==> config.mk <==
export PLATFORM = sky130hd
export DESIGN_NAME = adc_readout_arbiter_flat
export DESIGN_NICKNAME = d
export VERILOG_FILES = /design/src/rtl/adc_readout_arbiter_if.sv /design/src/rtl/adc_readout_arbiter.sv /design/src/flat_wrapper.sv
export SDC_FILE = /design/constraint.sdc
export NUM_CORES = 1
export LEC_CHECK = 0
export ABC_AREA = 0
export CORE_AREA = 2 2 237 239
export DETAILED_ROUTE_END_ITERATION = 10
export DIE_AREA = 0 0 239 241
export GPL_TIMING_DRIVEN = 0
export SYNTH_ARGS = -nofsm -noshare
export SYNTH_HDL_FRONTEND = slang
export SYNTH_SLANG_ARGS = --single-unit
==> constraint.sdc <==
create_clock -name ps_clk -period 5.2 [get_ports ps_clk]
set_input_delay 0.52 -clock ps_clk [delete_from_list [all_inputs] [get_ports ps_clk]]
set_output_delay 0.52 -clock ps_clk [all_outputs]
set_load 0.01 [all_outputs]
==> src/rtl/adc_readout_arbiter_if.sv <==
// Handshake bundle between the per-channel ADC capture streams and the merged PS stream.
// The master side is the arbiter; the slave side is the surrounding capture/PS logic.
interface adc_readout_arbiter_if #(
    parameter int N_CH = 16
);
    logic [N_CH*32-1:0] s_axis_tdata;
    logic [N_CH-1:0]    s_axis_tvalid;
    logic [N_CH-1:0]    s_axis_tlast;
    logic [N_CH-1:0]    s_axis_tready;
    logic [31:0]        adc_axis_tdata;
    logic               adc_axis_tvalid;
    logic               adc_axis_tready;
    logic               adc_axis_tlast;

    modport master (
        input  s_axis_tdata, s_axis_tvalid, s_axis_tlast, adc_axis_tready,
        output s_axis_tready, adc_axis_tdata, adc_axis_tvalid, adc_axis_tlast
    );

    modport slave (
        output s_axis_tdata, s_axis_tvalid, s_axis_tlast, adc_axis_tready,
        input  s_axis_tready, adc_axis_tdata, adc_axis_tvalid, adc_axis_tlast
    );
endinterface

==> src/rtl/adc_readout_arbiter.sv <==
// Packet-granular arbiter merging N_CH ADC capture streams onto one 32-bit PS stream,
// prefixing each packet with a {tag, channel, sequence} header and truncating runaway packets.
module adc_readout_arbiter #(
    parameter int          N_CH      = 16,
    parameter int          CH_W      = 4,
    parameter int          MAX_WORDS = 64,
    parameter logic [7:0]  HDR_TAG   = 8'hA5
) (
    input  logic            ps_clk,
    input  logic            rst,
    input  logic            enable,
    input  logic            manual_mode,
    input  logic [CH_W-1:0] manual_sel,
    adc_readout_arbiter_if.master bus,
    output logic [CH_W-1:0] cur_chan,
    output logic            busy,
    output logic            trunc_err
);
    localparam int N_EXT = 1 << CH_W;
    localparam int CNT_W = $clog2(MAX_WORDS + 1);

    typedef enum logic [1:0] {S_IDLE, S_HEADER, S_DATA} state_t;

    state_t           r_state;
    state_t           w_state_next;
    logic [CH_W-1:0]  r_cur_chan;
    logic [15:0]      r_seq;
    logic [CNT_W-1:0] r_word_cnt;
    logic             r_trunc_err;

    // Channel views padded to the full CH_W index range so any index is safe;
    // padding channels are never valid, so manual_sel >= N_CH can never win.
    logic [31:0]      w_ch_data [N_EXT];
    logic [N_EXT-1:0] w_valid_ext;
    logic [N_EXT-1:0] w_last_ext;

    genvar gi;
    generate
        for (gi = 0; gi < N_EXT; gi++) begin : g_ext
            if (gi < N_CH) begin : g_ch
                assign w_ch_data[gi]   = bus.s_axis_tdata[gi*32 +: 32];
                assign w_valid_ext[gi] = bus.s_axis_tvalid[gi];
                assign w_last_ext[gi]  = bus.s_axis_tlast[gi];
            end else begin : g_pad
                assign w_ch_data[gi]   = 32'd0;
                assign w_valid_ext[gi] = 1'b0;
                assign w_last_ext[gi]  = 1'b0;
            end
        end
    endgenerate

    // Round-robin search: walking offsets from far to near lets the nearest
    // requester after cur_chan overwrite the others; cur_chan itself is offset N_CH.
    logic            w_rr_found;
    logic [CH_W-1:0] w_rr_winner;
    logic [CH_W-1:0] w_rr_idx;

    always_comb begin
        w_rr_found  = 1'b0;
        w_rr_winner = '0;
        w_rr_idx    = '0;
        for (int k = N_CH; k >= 1; k--) begin
            w_rr_idx = CH_W'((int'(r_cur_chan) + k) % N_CH);
            if (w_valid_ext[w_rr_idx]) begin
                w_rr_found  = 1'b1;
                w_rr_winner = w_rr_idx;
            end
        end
    end

    logic             w_grant;
    logic [CH_W-1:0]  w_grant_chan;
    logic             w_tvalid;
    logic [31:0]      w_tdata;
    logic             w_tlast;
    logic [N_EXT-1:0] w_rdy_ext;
    logic             w_xfer;
    logic             w_forced;

    always_comb begin
        w_state_next = r_state;
        w_grant      = 1'b0;
        w_grant_chan = r_cur_chan;
        w_tvalid     = 1'b0;
        w_tdata      = 32'd0;
        w_tlast      = 1'b0;
        w_rdy_ext    = '0;
        w_xfer       = 1'b0;
        w_forced     = (r_word_cnt == CNT_W'(MAX_WORDS - 1));

        case (r_state)
            S_IDLE: begin
                if (enable) begin
                    if (manual_mode) begin
                        if (w_valid_ext[manual_sel]) begin
                            w_grant      = 1'b1;
                            w_grant_chan = manual_sel;
                        end
                    end else if (w_rr_found) begin
                        w_grant      = 1'b1;
                        w_grant_chan = w_rr_winner;
                    end
                end
                if (w_grant) begin
                    w_state_next = S_HEADER;
                end
            end
            S_HEADER: begin
                w_tvalid = 1'b1;
                w_tdata  = {HDR_TAG, 8'(r_cur_chan), r_seq};
                if (bus.adc_axis_tready) begin
                    w_state_next = S_DATA;
                end
            end
            S_DATA: begin
                w_tvalid              = w_valid_ext[r_cur_chan];
                w_tdata               = w_ch_data[r_cur_chan];
                w_tlast               = w_last_ext[r_cur_chan] | w_forced;
                w_rdy_ext[r_cur_chan] = bus.adc_axis_tready;
                w_xfer                = w_tvalid & bus.adc_axis_tready;
                if (w_xfer && w_tlast) begin
                    w_state_next = S_IDLE;
                end
            end
            default: w_state_next = S_IDLE;
        endcase
    end

    always_ff @(posedge ps_clk) begin
        if (rst) begin
            r_state     <= S_IDLE;
            r_cur_chan  <= CH_W'(N_CH - 1);
            r_seq       <= 16'd0;
            r_word_cnt  <= '0;
            r_trunc_err <= 1'b0;
        end else begin
            r_state <= w_state_next;
            if (w_grant) begin
                r_cur_chan <= w_grant_chan;
            end
            if (r_state == S_HEADER && bus.adc_axis_tready) begin
                r_word_cnt <= '0;
            end else if (w_xfer) begin
                r_word_cnt <= r_word_cnt + CNT_W'(1);
            end
            // Only a forced end without the source's own tlast counts as truncation.
            if (w_xfer && w_tlast) begin
                r_seq <= r_seq + 16'd1;
                if (w_forced && !w_last_ext[r_cur_chan]) begin
                    r_trunc_err <= 1'b1;
                end
            end
        end
    end

    assign bus.adc_axis_tdata  = w_tdata;
    assign bus.adc_axis_tvalid = w_tvalid;
    assign bus.adc_axis_tlast  = w_tlast;
    assign bus.s_axis_tready   = w_rdy_ext[N_CH-1:0];
    assign cur_chan            = r_cur_chan;
    assign busy                = (r_state != S_IDLE);
    assign trunc_err           = r_trunc_err;
endmodule

==> src/flat_wrapper.sv <==
// flat-port wrapper written by rule: the top's interface ports become plain ports
module adc_readout_arbiter_flat 
#(
    parameter int          N_CH      = 16,
    parameter int          CH_W      = 4,
    parameter int          MAX_WORDS = 64,
    parameter logic [7:0]  HDR_TAG   = 8'hA5
)
  (ps_clk, rst, enable, manual_mode, manual_sel, cur_chan, busy, trunc_err, bus_s_axis_tdata, bus_s_axis_tvalid, bus_s_axis_tlast, bus_adc_axis_tready, bus_s_axis_tready, bus_adc_axis_tdata, bus_adc_axis_tvalid, bus_adc_axis_tlast);
  adc_readout_arbiter_if #(.N_CH(N_CH)) bus_i ();
  input  logic ps_clk;
  input  logic rst;
  input  logic enable;
  input  logic manual_mode;
  input  logic [CH_W-1:0] manual_sel;
  output logic [CH_W-1:0] cur_chan;
  output logic busy;
  output logic trunc_err;
  input wire logic [$bits(bus_i.s_axis_tdata)-1:0] bus_s_axis_tdata;
  input wire logic [$bits(bus_i.s_axis_tvalid)-1:0] bus_s_axis_tvalid;
  input wire logic [$bits(bus_i.s_axis_tlast)-1:0] bus_s_axis_tlast;
  input wire logic [$bits(bus_i.adc_axis_tready)-1:0] bus_adc_axis_tready;
  output wire logic [$bits(bus_i.s_axis_tready)-1:0] bus_s_axis_tready;
  output wire logic [$bits(bus_i.adc_axis_tdata)-1:0] bus_adc_axis_tdata;
  output wire logic [$bits(bus_i.adc_axis_tvalid)-1:0] bus_adc_axis_tvalid;
  output wire logic [$bits(bus_i.adc_axis_tlast)-1:0] bus_adc_axis_tlast;
  assign bus_i.s_axis_tdata = bus_s_axis_tdata;
  assign bus_i.s_axis_tvalid = bus_s_axis_tvalid;
  assign bus_i.s_axis_tlast = bus_s_axis_tlast;
  assign bus_i.adc_axis_tready = bus_adc_axis_tready;
  assign bus_s_axis_tready = bus_i.s_axis_tready;
  assign bus_adc_axis_tdata = bus_i.adc_axis_tdata;
  assign bus_adc_axis_tvalid = bus_i.adc_axis_tvalid;
  assign bus_adc_axis_tlast = bus_i.adc_axis_tlast;
  adc_readout_arbiter #(.N_CH(N_CH), .CH_W(CH_W), .MAX_WORDS(MAX_WORDS), .HDR_TAG(HDR_TAG)) u_core (.ps_clk(ps_clk), .rst(rst), .enable(enable), .manual_mode(manual_mode), .manual_sel(manual_sel), .bus(bus_i), .cur_chan(cur_chan), .busy(busy), .trunc_err(trunc_err));
endmodule
==> results of run 1 <==
final cells by class:
class / count / area [um^2] / share of cell area
clock buffer: 7 / 143 / 0.00931
antenna: 4 / 10.0 / 0.000653
sequential: 30 / 602 / 0.0393
clock inverter: 1 / 5.00 / 0.000327
timing repair buffer: 611 / 6100 / 0.398
tap: 704 / 881 / 0.0575
multi-input combinational: 572 / 7130 / 0.465
buffer: 67 / 379 / 0.0247
inverter: 17 / 68.8 / 0.00449
logic make-up after synthesis:
kind of cell               count (synthesis)  share of synthesized area
AOI/OAI and AO/OA                        107                      0.103
adders and majority gates                 21                     0.0326
DFF                                       30                     0.0744
and+or+nand+nor                          175                      0.109
xor gates and xnor gates                  33                     0.0358
muxes                                    236                      0.599
buffers and inverters                     86                     0.0457
metrics by stage:
stage               std cells  setup slack [ns]  power [W]  instance area, um^2  setup TNS, ns
finish                   2013             0.214    0.00650                15300              0
global route             2012           0.00199    0.00689                15300              0
CTS                      2005           0.00409    0.00651                15300              0
detailed placement       1998             -2.56    0.00609                15000         -25.56
global placement         1998             -2.57    0.00608                15000         -24.96
floorplan                 688             0.109    0.00399                 8070              0
final timing paths:
path / cells after the start / slack, ns / endpoint
worst min register to register: 2 / 0.50 / u_core.trunc_err
worst max register to register: 16 / 0.29 / u_core.cur_chan[1]
worst min-delay path: 2 / 0.50 / u_core.trunc_err
worst max-delay path: 9 / 0.21 / bus_adc_axis_tdata[0]
layer usage:
| layer | global-route usage | part of all wire | vias up | wire (um) |
|---|---|---|---|---|
| li1 | - | - | 4154 | - |
| met1 | 0.239 | 0.39 | 4869 | 23400 |
| met2 | 0.331 | 0.50 | 549 | 29300 |
| met5 | 0 | 0.0033 | - | 195 |
| met3 | 0.0619 | 0.088 | 83 | 5210 |
| met4 | 0.0511 | 0.018 | 32 | 1080 |
state kept, by name (all words and copies together) (netlist names):
| signal | cells |
|---|---|
| u_core.cur_chan | 4 |
| u_core.r_seq | 16 |
| u_core.r_state | 2 |
| u_core.r_word_cnt | 7 |
| u_core.trunc_err | 1 |
cell usage in the layout, fill, tap and decap left out, types with 4 or more instances in the layout:
cell	n
and4_1	6
clkbuf_1	37
nor2_1	57
nor2b_1	15
mux4_1	7
mux2_2	20
clkdlybuf4s15_2	5
nor3_1	7
buf_1	7
a31oi_1	5
o31ai_1	4
dfxtp_1	29
nand2_1	40
diode_2	4
and2_1	8
clkdlybuf4s50_1	606
nand3_1	10
a211oi_1	5
a22oi_1	4
xor2_1	19
o211ai_1	4
a21oi_1	15
inv_1	14
a32o_1	19
nand4_1	6
mux2i_1	17
mux4_2	185
o21ai_0	13
buf_2	4
xnor2_1	14
o22ai_1	4
clkbuf_16	5
buf_6	5
buf_4	6
ha_1	21
a31o_2	5
and3_1	8
where the power goes:
| group | internal [W] | switching (W) | total, W |
|---|---|---|---|
| clock | 0.000189 | 0.000104 | 0.000294 |
| combinational | 0.00280 | 0.00312 | 0.00591 |
| sequential | 0.000251 | 0.0000415 | 0.000293 |
worst register-to-register path: stages, from the launching register on:
cell	delay (ns)
dfxtp_2	0.45
buf_6	0.24
clkbuf_4	0.26
buf_6	0.32
clkinvlp_4	0.18
ha_1	0.39
buf_4	0.19
buf_6	0.15
clkbuf_2	0.27
mux4_2	0.37
mux2i_4	0.29
mux2i_2	0.23
nor3b_4	0.27
or4b_4	0.53
o211ai_4	0.28
nor2_2	0.07
a311o_1	0.31
timing repair:
item / in CTS / in global routing
pin swaps: 0 / 0
resized for setup: 47 / 10
buffers inserted: 0 / 5
endpoints found under the setup margin: 46 / 16
==> flow_metrics.tcl, run 1 <==
set metrics [dict create \
    grt_first_pass_wirelength_um 77900 \
    slowest_stage "mux4_2" \
    cp.required_ns 4.68 \
    peakVddDrop_uv 201 \
    port_buffers 606 \
    chipHeight_um 241 \
    clk_latency_ns 0.28 \
    synth_area_um2 8070 \
    die_area_um2 57600 \
    postLayoutCoreUtil 0.279 \
    finalMaxSlewViolations 0 \
    arrival_ns 4.47 \
    start_kind "flip-flop" \
    fin_crit_ns 4.99 \
    drt_first_pass_iters 5 \
    path_cells "buf_6, buf_6, buf_2, clkdlybuf4s18_2, clkdlybuf4s15_2, mux4_2, mux4_2, a32o_1, clkdlybuf4s50_1" \
    worstPathMaxFanout 10 \
    critPathTopFamily "buffers and inverters" \
    clock_sinks 30 \
    outcome "complete, no violations" \
    finalHoldViolCount 0 \
    ys_types 73 \
    holdBufCountCts 0 \
    synth_edf_count 0 \
    synth_area_leader_cell "mux4_2" \
    ant_nets 0 \
    r2r_start "u_core.cur_chan[1]" \
    ys_warn_count 0 \
    criticalPathCategory "reg2out" \
    drive_gt1_frac 0.202 \
    drt-initial-drc-count 742 \
    wl_per_cell_um 29.4 \
    cts_tree "done" \
    maxCapViolations 0 \
    rows 86 \
    startpoint "u_core.cur_chan[0]" \
    core_area_um2 54900 \
    rsz0062_at_grt "no" \
    final.fill_count 5710 \
    synth_ff_type "dfxtp_1" \
    skew_ns 0.00633 \
    cp_num_buf_inv 6 \
    min_path_type "reg2reg" \
    antenna_found_initial 32 \
    p_per_area_nw_per_um2 424 \
    clock_path_buffers 2 \
    vias 9687 \
    yosys.area.top_type_share 0.516 \
    h-tree-depth 2 \
    relSlewSlack 0.210 \
    wl_um 59200 \
    fin_nets 1878 \
    grt_max_degree 17 \
    synth-async-reset-ratio 0 \
    hpwl_um 52600 \
    p_leak_nw 5.33 \
    synth-seq-cells 30 \
    synth.area.top_cells "mux4_2, dfxtp_1, ha_1" \
    synth_nets 1262 \
    whs_ns 0.499 \
    finalCritPeriodShare 0.959 \
    num_io_pins 609 \
    postSynthCellCount 688 \
    gr-total-overflow 0 \
    cts_root_buf "clkbuf_16" \
    finalSetupViolCount 0 \
    seq_area_frac_synth 0.0744 \
    die_x_um 239 \
    first_global_vias 10192 \
    drc 0 \
    min_from "u_core.trunc_err" \
    synth_most_common_cell "mux4_2" \
    cp-end-kind "output port" \
    fmax_mhz 201 \
    post_drt_via_cell_ratio 4.81 \
    synth_area_per_cell_um2 11.7 \
    gp_congestion 0.898 \
    start_util 0.147 \
    cts.clk_slew.worst_paths_ns 0.05 \
    max_stage_delay_ns 0.57 \
    synth_common_cells "mux4_2, nor2_1, clkbuf_1" \
    syn_to_final_growth_pct 89.9 \
    cts-buffers-inserted 5 \
    tightestPinTransition_ns 1.19 \
    grt_usage 0.195 \
]
(Power assumes the default switching activity.)
==> inputs of run 2 (changes only) <==
- SLEW_MARGIN: default -> 5
==> flow_metrics.tcl, run 2 (synthesized netlist as in run 1, its figures left out) <==
set metrics [dict create \
    holdBufCountCts 0 \
    core_area_um2 54900 \
    power_w 0.00649 \
    outcome "complete, no violations" \
    layout_common_cells "clkdlybuf4s50_1, mux4_2, nor2_1" \
    wl_per_cell_um 29.4 \
    ant_nets 0 \
    arrival_ns 4.46 \
    largest_reg_flops 16 \
    finalHoldViolCount 0 \
    num_io_pins 609 \
    cts-buffers-inserted 5 \
    relSlewSlack 0.213 \
    start_kind "flip-flop" \
    maxCapViolations 0 \
    gp_congestion 0.898 \
    start_util 0.147 \
    syn_to_final_growth_pct 89.9 \
    r2r_start "u_core.cur_chan[1]" \
    drc 0 \
    clk_latency_ns 0.28 \
    clock_path_buffers 2 \
    final_common_cell "clkdlybuf4s50_1" \
    clock_sinks 30 \
    reg2reg_setup_slack_ns 0.25 \
    post_drt_via_cell_ratio 4.82 \
    fin_nets 1878 \
    hpwl_um 52600 \
    h-tree-depth 2 \
    p_per_area_nw_per_um2 424 \
    chipHeight_um 241 \
    cts_tree "done" \
    die_area_um2 57600 \
    min_path_type "reg2reg" \
    placed_cell_area_um2 15000 \
    gr-total-overflow 0 \
    fin_crit_ns 4.98 \
    criticalPathCategory "reg2out" \
    worstPathMaxFanout 10 \
    port_buffers 606 \
    regMostFlops "u_core.r_seq" \
    drt_first_pass_iters 8 \
    crit_end "bus_adc_axis_tdata[0]" \
    p_leak_nw 5.33 \
    grt_first_pass_wirelength_um 77900 \
    finalMaxSlewViolations 0 \
    startpoint "u_core.cur_chan[0]" \
    fin_cells 2013 \
    setup_slack_ns 0.215 \
    grt_max_degree 17 \
    place_ws_ns -2.56 \
    cp-end-kind "output port" \
    first_global_vias 10192 \
    rows 86 \
    die_x_um 239 \
    grt_usage 0.195 \
    fmax_mhz 201 \
    dp_cells 1998 \
    vias 9709 \
    cts.clk_slew.worst_paths_ns 0.05 \
    drt-initial-drc-count 742 \
    wl_um 59200 \
    fin_area_um2 15300 \
    tightestPinTransition_ns 1.18 \
    drive_gt1_frac 0.203 \
    finalCritPeriodShare 0.959 \
    skew_ns 0.00629 \
    peakVddDrop_uv 198 \
    finalSetupViolCount 0 \
    cts_root_buf "clkbuf_16" \
    antenna_found_initial 32 \
    rsz0062_at_grt "no" \
    rr_worst_depth 16 \
    cp.required_ns 4.68 \
    worstReg2RegEnd "u_core.cur_chan[1]" \
]
run 2: area by class of cell:
type                    instances  area, um^2
clock buffers                   7         143
fillers                      5710       39600
multi-input cells             572        7130
diodes                          4        10.0
repair buffers                611        6100
inverters                      17        68.8
clock inverters                 1        5.00
flip-flops and latches         30         602
well taps                     704         881
plain buffers                  67         374
run 2: timing repair:
action	in CTS	in global routing
buffers inserted	0	5
setup endpoints to repair	46	16
gates resized for setup	47	9
run 2: worst min path at each step:
stage	startpoint	endpoint	depth (start not counted)
floorplan	u_core.r_state[1]	u_core.r_state[1]	2
global placement	u_core.r_state[1]	u_core.r_state[1]	2
detailed placement	u_core.trunc_err	u_core.trunc_err	2
CTS	u_core.trunc_err	u_core.trunc_err	2
global route	u_core.r_state[0]	u_core.r_state[0]	2
finish	u_core.trunc_err	u_core.trunc_err	2
run 2: where the power goes:
part	switching (W)	total [W]	internal, W
combinational	0.00311	0.00590	0.00279
sequential	0.0000423	0.000294	0.000251
clock	0.000104	0.000293	0.000189
run 2: per-stage QoR:
| step | TNS [ns] | hold slack [ns] | util |
|---|---|---|---|
| 3_5_place_dp | -25.56 | 0.493 | 0.274 |
| 4_1_cts | 0 | 0.501 | 0.278 |
| 3_3_place_gp | -24.96 | 0.466 | 0.274 |
| 6_report | 0 | 0.499 | 0.279 |
| 5_1_grt | 0 | 0.546 | 0.279 |
| 2_1_floorplan | 0 | 0.451 | - |
run 2: critical path, stage by stage, from the launching register on:
cell and delay, ns:
dfxtp_1 0.47, buf_6 0.22, buf_6 0.20, buf_2 0.27, clkdlybuf4s18_2 0.52, clkdlybuf4s15_2 0.56
mux4_2 0.57, mux4_2 0.53, a32o_1 0.30, clkdlybuf4s50_1 0.51
run 2: per-layer routing:
layer | track usage | part of all wire | vias up
met4 | 0.0511 | 0.019 | 32
met2 | 0.331 | 0.49 | 559
met1 | 0.239 | 0.39 | 4876
met5 | 0 | 0.0033 | -
li1 | - | - | 4157
met3 | 0.0619 | 0.091 | 85
